## src/rtl/instr_assembler.sv

```systemverilog
// -----------------------------------------------------------------------------
// instr_assembler
//
// Purpose:
//   Accepts instruction field requests (R/I/J format) one at a time, packs them
//   into 32-bit instruction words and writes them sequentially into an
//   instruction memory through a simple write/ack port. After DEPTH words have
//   been written the block parks in FULL until clear is asserted.
//
// Configuration:
//   ENC_FIELD_CHECK_EN - when defined, an accept whose used fields carry a
//                        nonzero padding bit is rejected like a reserved
//                        format (err pulse, no write). When undefined, the
//                        padding bits are silently dropped.
//
// Ports:
//   clk, rst_n        - clock (rising edge), asynchronous active-low reset
//   in_valid/in_ready - field request handshake (ready only in IDLE)
//   fmt               - 00 R, 01 I, 10 J, 11 reserved
//   opcode, fn        - 6-bit opcode and function fields
//   rs, rt, rd, sh    - 6-bit register/shift fields (bit 5 is padding)
//   imm               - 17-bit immediate (bit 16 is padding)
//   jump              - 26-bit jump target
//   mem_we/mem_addr/mem_wdata/mem_ack - memory write port
//   clear             - synchronous restart of the write sequence
//   full              - DEPTH words have been written
//   count             - number of words written since reset/clear
//   err               - one-cycle pulse on a rejected accept
// -----------------------------------------------------------------------------
module instr_assembler #(
  parameter int DEPTH  = 64,
  parameter int ADDR_W = 6
) (
  input  logic              clk,
  input  logic              rst_n,
  input  logic              in_valid,
  output logic              in_ready,
  input  logic [1:0]        fmt,
  input  logic [5:0]        opcode,
  input  logic [5:0]        fn,
  input  logic [5:0]        rs,
  input  logic [5:0]        rt,
  input  logic [5:0]        rd,
  input  logic [5:0]        sh,
  input  logic [16:0]       imm,
  input  logic [25:0]       jump,
  output logic              mem_we,
  output logic [ADDR_W-1:0] mem_addr,
  output logic [31:0]       mem_wdata,
  input  logic              mem_ack,
  input  logic              clear,
  output logic              full,
  output logic [ADDR_W:0]   count,
  output logic              err
);

  typedef enum logic [1:0] {
    IDLE  = 2'd0,
    WRITE = 2'd1,
    FULL  = 2'd2
  } state_e;

  state_e              state_q, state_d;
  logic [ADDR_W-1:0]   addr_q, addr_d;
  logic [31:0]         wdata_q, wdata_d;
  logic [ADDR_W:0]     count_q, count_d;
  logic                err_q, err_d;

  logic [31:0]         packed_word;
  logic                fmt_bad;
  logic                pad_bad;
  logic [ADDR_W:0]     count_inc;

  // Field packing; reserved format yields zero (never written anyway).
  always_comb begin
    packed_word = '0;
    case (fmt)
      2'b00:   packed_word = {opcode, rs[4:0], rt[4:0], rd[4:0], sh[4:0], fn};
      2'b01:   packed_word = {opcode, rs[4:0], rt[4:0], imm[15:0]};
      2'b10:   packed_word = {opcode, jump};
      default: packed_word = '0;
    endcase
  end

  assign fmt_bad = (fmt == 2'b11);

`ifdef ENC_FIELD_CHECK_EN
  // Only the padding bits of fields the format actually uses are checked.
  always_comb begin
    pad_bad = 1'b0;
    case (fmt)
      2'b00:   pad_bad = rs[5] | rt[5] | rd[5] | sh[5];
      2'b01:   pad_bad = rs[5] | rt[5] | imm[16];
      default: pad_bad = 1'b0;
    endcase
  end
`else
  logic unused_pad;
  assign pad_bad    = 1'b0;
  // Padding bits are intentionally dropped in this build.
  assign unused_pad = ^{rs[5], rt[5], rd[5], sh[5], imm[16]};
`endif

  assign count_inc = count_q + (ADDR_W+1)'(1);

  always_comb begin
    state_d = state_q;
    addr_d  = addr_q;
    wdata_d = wdata_q;
    count_d = count_q;
    err_d   = 1'b0;

    if (clear) begin
      // Clear dominates everything, including a same-edge ack.
      state_d = IDLE;
      addr_d  = '0;
      count_d = '0;
    end else begin
      case (state_q)
        IDLE: begin
          if (in_valid) begin
            if (fmt_bad || pad_bad) begin
              err_d = 1'b1;
            end else begin
              wdata_d = packed_word;
              state_d = WRITE;
            end
          end
        end
        WRITE: begin
          if (mem_ack) begin
            count_d = count_inc;
            if (count_inc == (ADDR_W+1)'(DEPTH)) begin
              state_d = FULL;
              addr_d  = '0;
            end else begin
              state_d = IDLE;
              addr_d  = addr_q + ADDR_W'(1);
            end
          end
        end
        FULL: begin
          state_d = FULL;
        end
        default: begin
          state_d = IDLE;
        end
      endcase
    end
  end

  always_ff @(posedge clk or negedge rst_n) begin
    if (!rst_n) begin
      state_q <= IDLE;
      addr_q  <= '0;
      wdata_q <= '0;
      count_q <= '0;
      err_q   <= 1'b0;
    end else begin
      state_q <= state_d;
      addr_q  <= addr_d;
      wdata_q <= wdata_d;
      count_q <= count_d;
      err_q   <= err_d;
    end
  end

  // All outputs decode directly from registered state, so reset drops
  // mem_we immediately without waiting for a clock.
  assign in_ready  = (state_q == IDLE);
  assign mem_we    = (state_q == WRITE);
  assign full      = (state_q == FULL);
  assign mem_addr  = addr_q;
  assign mem_wdata = wdata_q;
  assign count     = count_q;
  assign err       = err_q;

endmodule

```

## config.mk

```make
export PLATFORM = sky130hd
export DESIGN_NAME = instr_assembler
export DESIGN_NICKNAME = d
export VERILOG_FILES = /design/src/rtl/instr_assembler.sv
export SDC_FILE = /design/constraint.sdc
export NUM_CORES = 1
export LEC_CHECK = 0
export ABC_AREA = 1
export BUFFER_PORTS_ARGS = -buffer_cell sky130_fd_sc_hd__buf_4
export CORE_MARGIN = 4
export CORE_UTILIZATION = 40
export DETAILED_ROUTE_END_ITERATION = 8
export HOLD_SLACK_MARGIN = 0.02
export PLACE_DENSITY = 0.84
export SETUP_SLACK_MARGIN = 0.02
export SLEW_MARGIN = 20
export SYNTH_ARGS = -nofsm -noshare
export SYNTH_HDL_FRONTEND = slang
export SYNTH_SLANG_ARGS = --single-unit
export TNS_END_PERCENT = 30
```

## constraint.sdc

```tcl
create_clock -name clk -period 1.25 [get_ports clk]
set_input_delay 0.375 -clock clk [delete_from_list [all_inputs] [get_ports clk]]
set_output_delay 0.375 -clock clk [all_outputs]
set_load 0.005 [all_outputs]
```

==> results.cfg <==
[min_path]
hold_path_class = in2reg

[outcome]
status = finished, violations left
violations = negative setup slack

[cells_and_area]
n_fill_cell = 449
drive_gt1_frac = 0.461
multi_input_comb_area_um2 = 1190
finalInstanceArea_um2 = 4250
register_area_um2 = 1210
final_cell_mix = 128 x nand2_1, 125 x buf_4, 41 x dfrtp_1
n_antenna_cell = 0
stdcell_count = 559
layout.nets = 571
final_common_cell = nand2_1
post-route-util = 0.718
area_growth_pct = 73.7

[setup_path]
cp_slowest_cell = dfrtp_2
r2r_start = count[1]$_DFFE_PN0P_
worstSetupEndpointType = flop
startpoint = count[1]$_DFFE_PN0P_
critical_path_class = reg2reg
cp.required_ns = 1.45
crit_fanout = 4
crit_path_end = mem_addr[2]$_DFFE_PN0P_
crit_cells = 9
crit_top_cell = nand2_2
startpoint_type = flop
worstReg2RegEnd = mem_addr[2]$_DFFE_PN0P_
cp_num_buf_inv = 0
rr_worst_depth = 9
cp_cell_sequence = ha_4 > nand2_2 > nor2_1 > nand3_1 > nand2_1 > nor2_2 > nand2_2 > nand2_4 > o21ai_1
critPathMaxStageDelay_ns = 0.46
crit_arrival_ns = 1.81
path_delay_family = simple AND/OR/NAND/NOR gates
r2r_setup_slack_ns = -0.36

[global_route]
antenna_found_initial = 0
grt_use_total = 0.208
grt_overflow_total = 0
grt_pass1_wl_mm = 12.5
grt_start_max_net_pins = 30
grt_pass1_vias = 2756

[die]
die_h_um = 86.2
rows = 28
core-area_um2 = 5920
io_pins = 135
die-area_um2 = 7430
start_util = 0.413
die-width_um = 86.2

[routing]
dr_total_vias = 2795
drt-vias-per-instance = 5.00
antenna_left = 0
finalWirelength_mm = 8.18
drt_iter0_markers = 89
drc = 0
drtPass1Iterations = 4
post_drt_wl_per_cell_um = 14.6

[placed_design]
placed_cell_area_um2 = 3750
hpwl_mm = 5.77
gp_congestion = 0.824
place_inst = 538
io_buffers = 129

[timing]
rsz0062_at_grt = yes
timing_hold_violations_final = 0
final_max_slew_viol_count = 0
finalSetupTns_ns = -7.71
final.min_clock_period_ns = 1.61
slew_headroom = 0.806
worst_pin_slew_ns = 0.291
postLayoutSetupSlackWorst_ns = -0.362
fin_worst_skew_ns = 0.0104
clock.fmax_mhz = 620
fin_crit_sh = 1.29
setup_viol = 58

[cts]
h-tree-depth = 2
clock_path_buffers = 2
cts_root_buf = clkbuf_8
numCtsBuffers = 5
clock_latency_ns = 0.30
cts_tree = yes
clk_pin_slew_ns = 0.10
numClockSinks = 48

[synth]
synthSimpleGateAreaFrac = 0.297
synth_area_per_cell_um2 = 7.74
synth.area.mux_share = 0
synth_nets = 404
synth_xor_xnor_area_share = 0.0107
synth_seq_cells = 48
synth_compound_area_frac = 0.124
yosysWarnings = 0
async_flop_share = 1.00
syn_area_um2 = 2450
synth_fa_ha_area_frac = 0.0102
synth_top_flop_cell = dfrtp_1
synth-edff-count = 0
synth_seq_area_share = 0.491
synth_top_family_by_area = simple AND/OR/NAND/NOR gates
synthCells = 316
synth.distinct_cells = 30

[flow_run]
maxCapViolations = 0

[pwr]
cellPowerDensity_nw_per_um2 = 1110
power.leakage_nw = 2.11
total_power_mw = 4.70
peakVddDrop_mv = 0.698
[per-layer routing]
metal	up-vias	global-route usage	part of all wire
met4	0	0.0623	0.023
li1	1348	-	-
met1	1303	0.246	0.38
met2	121	0.379	0.53
met5	-	0	0
met3	23	0.0418	0.070
[how the worst min path moves through the flow]
stage                     startpoint                        end  slack (ns)  depth (start not counted)
final                      opcode[1]  mem_wdata[27]$_DFFE_PN0P_        0.26                          3
after global routing       opcode[1]  mem_wdata[27]$_DFFE_PN0P_        0.26                          3
after CTS                  opcode[4]  mem_wdata[30]$_DFFE_PN0P_        0.26                          3
after detailed placement       rst_n       count[3]$_DFFE_PN0P_        0.28                          1
after global placement         rst_n       count[3]$_DFFE_PN0P_        0.28                          1
after floorplan                rst_n       count[0]$_DFFE_PN0P_        0.08                          0
[Yosys cell counts, types with 2 or more instances]
cell type	instances	share of area
or2_1	2	0.0051
nor2_2	2	0.0051
inv_2	8	0.012
dfrtp_1	48	0.49
a41oi_1	16	0.057
a21oi_1	7	0.014
inv_1	19	0.029
nand2_2	2	0.0051
nor2_1	27	0.041
ha_1	2	0.010
o21ai_0	7	0.014
nand2_1	134	0.21
o21ai_1	11	0.023
buf_2	8	0.016
xor2_1	2	0.0072
nand3_1	7	0.014
[through the flow]
step / hold WS [ns] / worst slack (ns)
2_1_floorplan: 0.0794 / -0.104
3_3_place_gp: 0.277 / -0.176
3_5_place_dp: 0.281 / -0.219
4_1_cts: 0.259 / -0.219
5_1_grt: 0.261 / -0.424
6_report: 0.264 / -0.362
[worst register-to-register path, cell delays in order (launching register included)]
cell and delay [ns]:
dfrtp_2 0.46, ha_4 0.19, nand2_2 0.09, nor2_1 0.07, nand3_1 0.10, nand2_1 0.12
nor2_2 0.19, nand2_2 0.13, nand2_4 0.11, o21ai_1 0.06
[cell type report]
type | instances | area share
Sequential cell | 48 | 0.285
Multi-Input combinational cell | 230 | 0.279
Timing Repair Buffer | 171 | 0.361
Clock buffer | 5 | 0.0162
Inverter | 27 | 0.0268
Clock inverter | 3 | 0.0100
Tap cell | 75 | 0.0221
[registers in the layout (all words and copies together) (netlist names)]
| name | cells |
|---|---|
| count | 7 |
| err | 1 |
| mem_addr | 6 |
| mem_wdata | 32 |
| state_q | 2 |
[where the power goes]
part           total, mW  switching, mW  internal (mW)  leakage (nW)
combinational       1.52          0.588          0.937          1.46
sequential          2.05          0.224           1.82         0.592
clock               1.13          0.540          0.593        0.0541
total               4.70           1.35           3.35          2.11
[cells by family after synthesis]
family / Yosys count
simple gates: 180
flops: 48
compound gates: 45
buf+inv: 38
xor+xnor: 3
fa+ha+maj: 2
[what timing repair did]
item / CTS / global route
gates cloned: 1 / 0
setup endpoints to repair: 53 / 87
resized for setup: 32 / 43
buffers inserted: 8 / 3
endpoints found under the hold margin: 19 / 0
hold buffers: 1 / 0
pin swaps: 6 / 12
Power figures use the tool's default switching activity.
